<file path="src/rtl/multiplier_appr_half_if.sv">
// Operand/result bundle for the approximate half-exact 16x16 signed multiplier.
// The master drives the operands and sees the registered product.
interface multiplier_appr_half_if;
   logic [15:0] A;
   logic [15:0] B;
   logic [31:0] out;

   modport master (output A, output B, input out);
   modport slave  (input A, input B, output out);
endinterface

</file>
<file path="src/rtl/multiplier_appr_half.sv">
// Approximate 16x16 signed multiplier, radix-4 Booth recoded.
// Upper product half is exact (carries from the low columns included);
// the lower half is the bitwise OR of the partial products, with no carries.
// One-cycle latency, new operands every cycle.
module multiplier_appr_half (
   input  logic                 clk,
   input  logic                 rst_n,
   multiplier_appr_half_if.slave bus
);

   logic [31:0] a_ext;
   logic [16:0] b_pad;
   logic [31:0] pp [8];
   logic [31:0] sum_l1 [4];
   logic [31:0] sum_l2 [2];
   logic [31:0] sum_exact;
   logic [15:0] low_or;
   logic [31:0] out_reg;

   assign a_ext = {{16{bus.A[15]}}, bus.A};
   // B[-1] = 0 sits at index 0, so digit gi reads b_pad[2gi+2:2gi].
   assign b_pad = {bus.B, 1'b0};

   // One Booth digit and its partial product per generate slice.
   generate
      for (genvar gi = 0; gi < 8; gi++) begin : g_booth
         localparam int SH = 2 * gi;
         logic [2:0]  bits;
         logic        zero;
         logic        neg;
         logic        dbl;
         logic [31:0] mag;
         logic [31:0] sgn_mag;

         assign bits    = b_pad[SH+2:SH];
         assign zero    = (bits == 3'b000) || (bits == 3'b111);
         assign dbl     = (bits == 3'b011) || (bits == 3'b100);
         assign neg     = bits[2];
         assign mag     = dbl ? (a_ext << 1) : a_ext;
         assign sgn_mag = neg ? (~mag + 32'd1) : mag;
         assign pp[gi]  = zero ? 32'd0 : (sgn_mag << SH);
      end

      // First level of the exact adder tree: pairs of partial products.
      for (genvar gi = 0; gi < 4; gi++) begin : g_l1
         assign sum_l1[gi] = pp[2*gi] + pp[2*gi+1];
      end

      for (genvar gi = 0; gi < 2; gi++) begin : g_l2
         assign sum_l2[gi] = sum_l1[2*gi] + sum_l1[2*gi+1];
      end
   endgenerate

   // The full exact sum is kept so every low-column carry reaches bit 16.
   assign sum_exact = sum_l2[0] + sum_l2[1];

   // Carry-free lower half: OR the low 16 bits of all partial products.
   always_comb begin
      low_or = 16'd0;
      for (int i = 0; i < 8; i++) begin
         low_or = low_or | pp[i][15:0];
      end
   end

   // Output register; reset clears it immediately and drops any pending result.
   always_ff @(posedge clk or negedge rst_n) begin
      if (!rst_n) begin
         out_reg <= 32'h0000_0000;
      end else begin
         out_reg <= {sum_exact[31:16], low_or};
      end
   end

   assign bus.out = out_reg;

endmodule

</file>
<file path="src/flat_wrapper.sv">
// flat-port wrapper written by rule: the top's interface ports become plain ports
module multiplier_appr_half_flat 
  (clk, rst_n, bus_A, bus_B, bus_out);
  multiplier_appr_half_if bus_i ();
  input  logic clk;
  input  logic rst_n;
  input wire logic [$bits(bus_i.A)-1:0] bus_A;
  input wire logic [$bits(bus_i.B)-1:0] bus_B;
  output wire logic [$bits(bus_i.out)-1:0] bus_out;
  assign bus_i.A = bus_A;
  assign bus_i.B = bus_B;
  assign bus_out = bus_i.out;
  multiplier_appr_half u_core (.clk(clk), .rst_n(rst_n), .bus(bus_i));
endmodule
</file>
<file path="config.mk">
export PLATFORM = sky130hd
export DESIGN_NAME = multiplier_appr_half_flat
export DESIGN_NICKNAME = d
export VERILOG_FILES = /design/src/rtl/multiplier_appr_half_if.sv /design/src/rtl/multiplier_appr_half.sv /design/src/flat_wrapper.sv
export SDC_FILE = /design/constraint.sdc
export NUM_CORES = 1
export LEC_CHECK = 0
export ABC_AREA = 1
export CAP_MARGIN = 20
export CORE_MARGIN = 4
export CORE_UTILIZATION = 45
export CTS_BUF_LIST = sky130_fd_sc_hd__clkbuf_2
export DETAILED_ROUTE_END_ITERATION = 10
export GPL_TIMING_DRIVEN = 0
export PLACE_DENSITY_LB_ADDON = 0.15
export SETUP_SLACK_MARGIN = 0.3
export SLEW_MARGIN = 20
export SYNTH_ARGS = -nofsm -noshare
export SYNTH_HDL_FRONTEND = slang
export SYNTH_SLANG_ARGS = --single-unit
</file>
<file path="constraint.sdc">
create_clock -name clk -period 0.8 [get_ports clk]
set_input_delay 0.16 -clock clk [delete_from_list [all_inputs] [get_ports clk]]
set_output_delay 0.16 -clock clk [all_outputs]
set_load 0.03 [all_outputs]
</file>
### After elaboration in Yosys (flattened, before gate mapping)

Cells that the tools add are included.

| storage, ports and cells | value |
|---|---|
| flip-flop bits (word level) | 32 |
| bits of input ports | 34 |
| output and inout port bits | 32 |
| word-level logic and storage cells | 99 |

| cells by class | value |
|---|---|
| add/sub/neg operators | 15 |
| eq/ne operators | 22 |
| mux-type cells | 24 |
| bitwise logic cells | 15 |
| reductions and logical operators | 22 |

Operators with widths:

| kind | count |
|---|---|
| 2-to-1 mux 32 bit | 9 |
| adder 32 bit | 7 |
| 2-to-1 mux 16 bit | 8 |
| bitwise OR 16 bit | 7 |
| equality test 3 bit, second input constant | 14 |
| adder 32 x 1 -> 32 bit, second input constant | 1 |
| inverter 32 bit | 1 |
| adder 30 x 1 -> 30 bit, second input constant | 1 |
| 2-to-1 mux 30 bit | 1 |
| inverter 30 bit | 1 |
| adder 28 x 1 -> 28 bit, second input constant | 1 |
| 2-to-1 mux 28 bit | 1 |
| inverter 28 bit | 1 |
| adder 26 x 1 -> 26 bit, second input constant | 1 |
| 2-to-1 mux 26 bit | 1 |
| inverter 26 bit | 1 |
| adder 24 x 1 -> 24 bit, second input constant | 1 |
| logical NOT 3 bit | 8 |
| 2-to-1 mux 24 bit | 1 |
| inverter 24 bit | 1 |
| adder 22 x 1 -> 22 bit, second input constant | 1 |
| 2-to-1 mux 22 bit | 1 |
| inverter 22 bit | 1 |
| equality test 3 x 2 -> 1 bit, second input constant | 7 |
| 8 further kinds | 21 |

### Longest topological paths before layout

| logic depth | value |
|---|---|
| depth in word-level cells | 14 |
| gate-level depth with buffers | 43 |
| mapped depth without buffers | 39 |

### Worst setup path before layout

No wires, ideal clock.

| path | value |
|---|---|
| kind | input to register |
| from | input port bus_B[7] |
| to | register u_core.out_reg[31], in the netlist u_core.bus.out[31] |
| data arrival time | 5.756 ns |
| slack | -5.069 ns |
| stages on the path | 39 |
| cells stage by stage | buf_4 -> nor2_1 -> nand2_1 -> nand2_1 -> buf_4 -> buf_2 -> nand2_1 -> o21ai_0 -> ha_1 -> nand3_1 -> inv_1 -> nand2_1 -> inv_1 -> nand2_1 -> nor3_2 -> nand2_1 -> o21ai_1 -> a21oi_1 -> (+3 left out) -> fa_1 -> fa_1 -> inv_1 -> fa_1 -> inv_1 -> ha_1 -> a21oi_1 -> o21ai_0 -> nand2_1 -> o311ai_0 -> a31oi_1 -> nand2_1 -> nand3_1 -> nand2_1 -> inv_1 -> nand3_1 -> nand2_1 -> inv_1 |

| between the ends | value |
|---|---|
| cells in the longest elaborated chain, start to end | 10 |
| elaborated cells on any way between the ends | 27 |

RTL lines:

| item | RTL line | text |
|---|---|---|
| from (decl) | flat_wrapper.sv:8 | `input wire logic [$bits(bus_i.B)-1:0] bus_B;` |
| equality test 3 x 2 -> 1 bit / equality test 3 bit (equally long branches) | multiplier_appr_half.sv:37 | `assign dbl = (bits == 3'b011) \|\| (bits == 3'b100);` |
| logical OR 1 bit | multiplier_appr_half.sv:37 |  |
| 2-to-1 mux 16 bit | multiplier_appr_half.sv:39 | `assign mag = dbl ? (a_ext << 1) : a_ext;` |
| inverter 26 bit / inverter 24 bit (equally long branches) | multiplier_appr_half.sv:40 | `assign sgn_mag = neg ? (~mag + 32'd1) : mag;` |
| adder 26 x 1 -> 26 bit / adder 24 x 1 -> 24 bit (equally long branches) | multiplier_appr_half.sv:40 |  |
| 2-to-1 mux 26 bit / 2-to-1 mux 24 bit (equally long branches) | multiplier_appr_half.sv:40 |  |
| 2-to-1 mux 32 bit | multiplier_appr_half.sv:41 | `assign pp[gi] = zero ? 32'd0 : (sgn_mag << SH);` |
| adder 32 bit | multiplier_appr_half.sv:46 | `assign sum_l1[gi] = pp[2*gi] + pp[2*gi+1];` |
| adder 32 bit | multiplier_appr_half.sv:50 | `assign sum_l2[gi] = sum_l1[2*gi] + sum_l1[2*gi+1];` |
| adder 32 bit (*) | multiplier_appr_half.sv:55 | `assign sum_exact = sum_l2[0] + sum_l2[1];` |
| net u_core.sum_exact[31] | multiplier_appr_half.sv:16 | `logic [31:0] sum_exact;` |
| to (signal assigned) | multiplier_appr_half.sv:70 | `out_reg <= {sum_exact[31:16], low_or};` |
| to (decl) | multiplier_appr_half.sv:18 | `logic [31:0] out_reg;` |

Mark *: on every way through the listed nets, which the timed path passes. The rest lies on a longest branch.

### Final worst setup path

| path | value |
|---|---|
| from | input port bus_B[3] |
| to | register u_core.out_reg[27], in the netlist u_core.bus.out[27] |

| between the ends | value |
|---|---|
| cells in the longest elaborated chain, start to end | 10 |
| elaborated cells on any way between the ends | 26 |

RTL lines:

| item | RTL line |
|---|---|
| equality test 3 x 2 -> 1 bit / equality test 3 bit (equally long branches) | multiplier_appr_half.sv:37 |
| logical OR 1 bit | multiplier_appr_half.sv:37 |
| 2-to-1 mux 16 bit | multiplier_appr_half.sv:39 |
| inverter 30 bit / inverter 28 bit (equally long branches) | multiplier_appr_half.sv:40 |
| adder 30 x 1 -> 30 bit / adder 28 x 1 -> 28 bit (equally long branches) | multiplier_appr_half.sv:40 |
| 2-to-1 mux 30 bit / 2-to-1 mux 28 bit (equally long branches) | multiplier_appr_half.sv:40 |
| 2-to-1 mux 32 bit | multiplier_appr_half.sv:41 |
| adder 32 bit | multiplier_appr_half.sv:46 |
| adder 32 bit (*) | multiplier_appr_half.sv:50 |
| adder 32 bit (*) | multiplier_appr_half.sv:55 |
| net u_core.sum_exact[27] | multiplier_appr_half.sv:16 |

Marks and branches as above.

==> impl_metrics.py <==
metrics = {
    "floorplan": {
        "num_rows": 58,
        "io_pins": 66,
        "initial_core_util_pct": 45.9,
        "coreArea_um2": 25300,
        "fp.dieW_um": 169,
        "die_h_um": 169,
        "die-area_um2": 28400,
    },
    "global_routing": {
        "globalRouteMet1Util_pct": 40.1,
        "antenna_found_initial": 1,
        "grt_usage_pct": 31.7,
        "gr-total-overflow": 0,
        "busiest_layer": "met2",
        "met2_usage_pct": 51.6,
        "grt_pass1_vias": 12472,
        "grt_pass1_wl_mm": 69.3,
        "grtUsageMet3_pct": 5.51,
        "grt_max_degree": 29,
    },
    "power_and_ir_drop": {
        "p_total_mw": 78.2,
        "leakage_nw": 7.51,
        "pwr_density_cell_nw_per_um2": 4920,
        "ir_worst_vdd_v": 0.00665,
    },
    "placement": {
        "dp_hpwl_mm": 35.1,
        "post-place-ws_ns": -6.59,
        "gp_congestion": 1.04,
        "io_buffer_count": 53,
    },
    "routing": {
        "firstDrtPassIters": 6,
        "vias": 13083,
        "routed_wl_mm": 46.7,
        "drt_iter0_markers": 1268,
        "ant_nets": 0,
        "drc": 0,
        "via_per_inst": 5.65,
        "wl_per_cell_um": 20.2,
    },
    "sta": {
        "slew_violations": 0,
        "rsz0062_at_grt": "yes",
        "slew_headroom_pct": 37.5,
        "worst_hold_slack_ns": 0.0208,
        "tightest_slew_ns": 0.930,
        "fmax_mhz": 176,
        "fin_crit_sh_pct": 709,
        "tns_ns": -101.53,
        "finalSetupViolCount": 63,
        "hold_viol": 0,
        "fin_crit_ns": 5.67,
        "finalWorstSetupSlack_ns": -4.87,
    },
    "job": {
        "drv_cap": 0,
    },
    "setup_path": {
        "cp_common_cell": "buf_6",
        "worstPathArrival_ns": 6.07,
        "crit_path_end_kind": "flop",
        "cpMaxStageDelayCell": "fa_2",
        "cpPeakStageDelay_ns": 0.56,
        "critical_path_class": "input port to flop",
        "critical_path_required_ns": 1.20,
        "cp-startpoint": "bus_B[3]",
        "start_kind": "input port",
        "path_max_fanout": 4,
    },
    "synthesis": {
        "yosys_warnings": 0,
        "synth_ff_type": "dfrtp_1",
        "synth_edf_count": 0,
        "synth-async-reset-ratio_pct": 100,
        "synth.most_common_cell": "nand2_1",
        "yosysUniqueCellTypes": 66,
        "yosysSeqAreaShare_pct": 6.90,
        "synthTopCellsByCount": "344 x nand2_1, 326 x inv_1, 175 x o21ai_0",
        "synth_cells": 1767,
        "synthTopCellsByArea": "fa_1 22%, nand2_1 11%, inv_1 11%, o21ai_0 7.6%, dfrtp_1 6.9%",
        "syn_avg_cell_area_um2": 6.56,
        "synth_fp_nets": 1984,
        "synth_seq_cells": 32,
        "synth_top_cell_area_share_pct": 22.4,
        "synth_top_area_cell": "fa_1",
        "synth_area_um2": 11600,
    },
    "clock_network": {
        "htreeDepth": 2,
        "clk_pin_slew_ns": 0.21,
        "clockBufferDepth": 2,
        "cts_tree": "done",
        "cts-buffers-inserted": 5,
        "cts_sinks": 32,
        "cts_root_buf": "clkbuf_2",
    },
    "min_path": {
        "min_path_cells": 3,
        "hp-start": "bus_A[0]",
        "hold_path.class": "input port to flop",
    },
    "layout": {
        "fin_util_pct": 63.0,
        "area_growth_pct": 37.1,
        "drive_above_1_share_pct": 35.0,
        "finalNetCount": 2199,
        "largest_register_ffs": 32,
    },
    "status": {
        "violations": "negative setup slack",
        "outcome": "finished with violations",
    },
}
==> metal layers <==
metal  up-vias  wire length (um)
met2       666             21500
met1      6158             17900
li1       6092                 -
met3       167              4100
met4         0              3180
met5         -                 0
==> layout by cell type (no fill, tap or decap), types with 8 or more instances in the layout <==
master | synthesis | routed
nand2_1 | 344 | 289
inv_1 | 326 | 283
buf_4 | 9 | 134
fa_1 | 130 | 120
o21ai_0 | 175 | 119
nor2_1 | 123 | 99
a21oi_1 | 110 | 79
buf_6 | 15 | 74
nand3_1 | 90 | 68
nand2_2 | 27 | 62
o21ai_1 | 33 | 56
inv_2 | 14 | 44
nor3_1 | 62 | 43
o21ai_2 | 17 | 36
dfrtp_2 | 0 | 31
a21oi_2 | 2 | 28
ha_1 | 53 | 27
nand2_4 | 4 | 21
ha_4 | 0 | 21
nor2_2 | 10 | 20
nand3_2 | 4 | 18
nor2_4 | 3 | 17
o21ai_4 | 3 | 17
nor3_2 | 11 | 17
nor3_4 | 3 | 16
nand4_1 | 16 | 16
clkbuf_1 | 20 | 13
buf_12 | 1 | 12
xor2_1 | 16 | 12
nand3_4 | 2 | 10
fa_2 | 0 | 10
clkinvlp_4 | 0 | 9
buf_2 | 14 | 9
buf_8 | 0 | 8
clkbuf_2 | 0 | 8
==> cells by family after synthesis <==
logic type / share of synthesized area [%]
simple gates: 29.2
fa+ha+maj: 28.2
buf+inv: 15.3
flops: 6.90
xor+xnor: 1.80
compound gates: 18.6
==> worst max-delay path, delay by kind of cell <==
kind            cells  cell delay, ns
compound gates      9            1.17
xor+xnor            1            0.14
fa+ha+maj           6            2.40
buf+inv            11            1.11
simple gates       11            1.06
==> cell type report <==
cell class / count / area [um^2]
Timing Repair Buffer: 208 / 1880
Inverter: 350 / 1420
Clock inverter: 3 / 42.5
Fill cell: 2332 / 9350
Clock buffer: 5 / 25.0
Antenna cell: 1 / 2.50
Multi-Input combinational cell: 1318 / 10600
Tap cell: 330 / 413
Sequential cell: 32 / 840
Buffer: 67 / 658
==> report_power, final <==
| group | leakage (nW) | total, mW | switching (mW) | internal, mW |
|---|---|---|---|---|
| Sequential | 0.322 | 2.91 | 0.220 | 2.69 |
| Combinational | 7.15 | 74.0 | 41.5 | 32.5 |
| Clock | 0.0390 | 1.30 | 0.777 | 0.519 |
| Total | 7.51 | 78.2 | 42.5 | 35.7 |
==> what timing repair did <==
item                                    CTS  global route
hold buffers                              1             0
buffers inserted                        109            42
gates cloned                              1             1
gates resized for setup                 420           323
endpoints found under the setup margin   64            87
pin swaps                               129            86
hold endpoints to repair                 32             0
==> path summary, 6_finish.rpt <==
kind / end
max in group asynchronous: u_core.bus.out[24]$_DFF_PN0_
max: u_core.bus.out[27]$_DFF_PN0_
min: u_core.bus.out[0]$_DFF_PN0_
min in group asynchronous: u_core.bus.out[8]$_DFF_PN0_
==> metrics by stage <==
stage	instances	cell area (um^2)
after floorplan	1767	12200
after global placement	2150	13100
after detailed placement	2151	13200
after CTS	2270	15000
after global routing	2314	15900
final	2314	15900
Note: power is estimated with default switching activity, not from simulation.
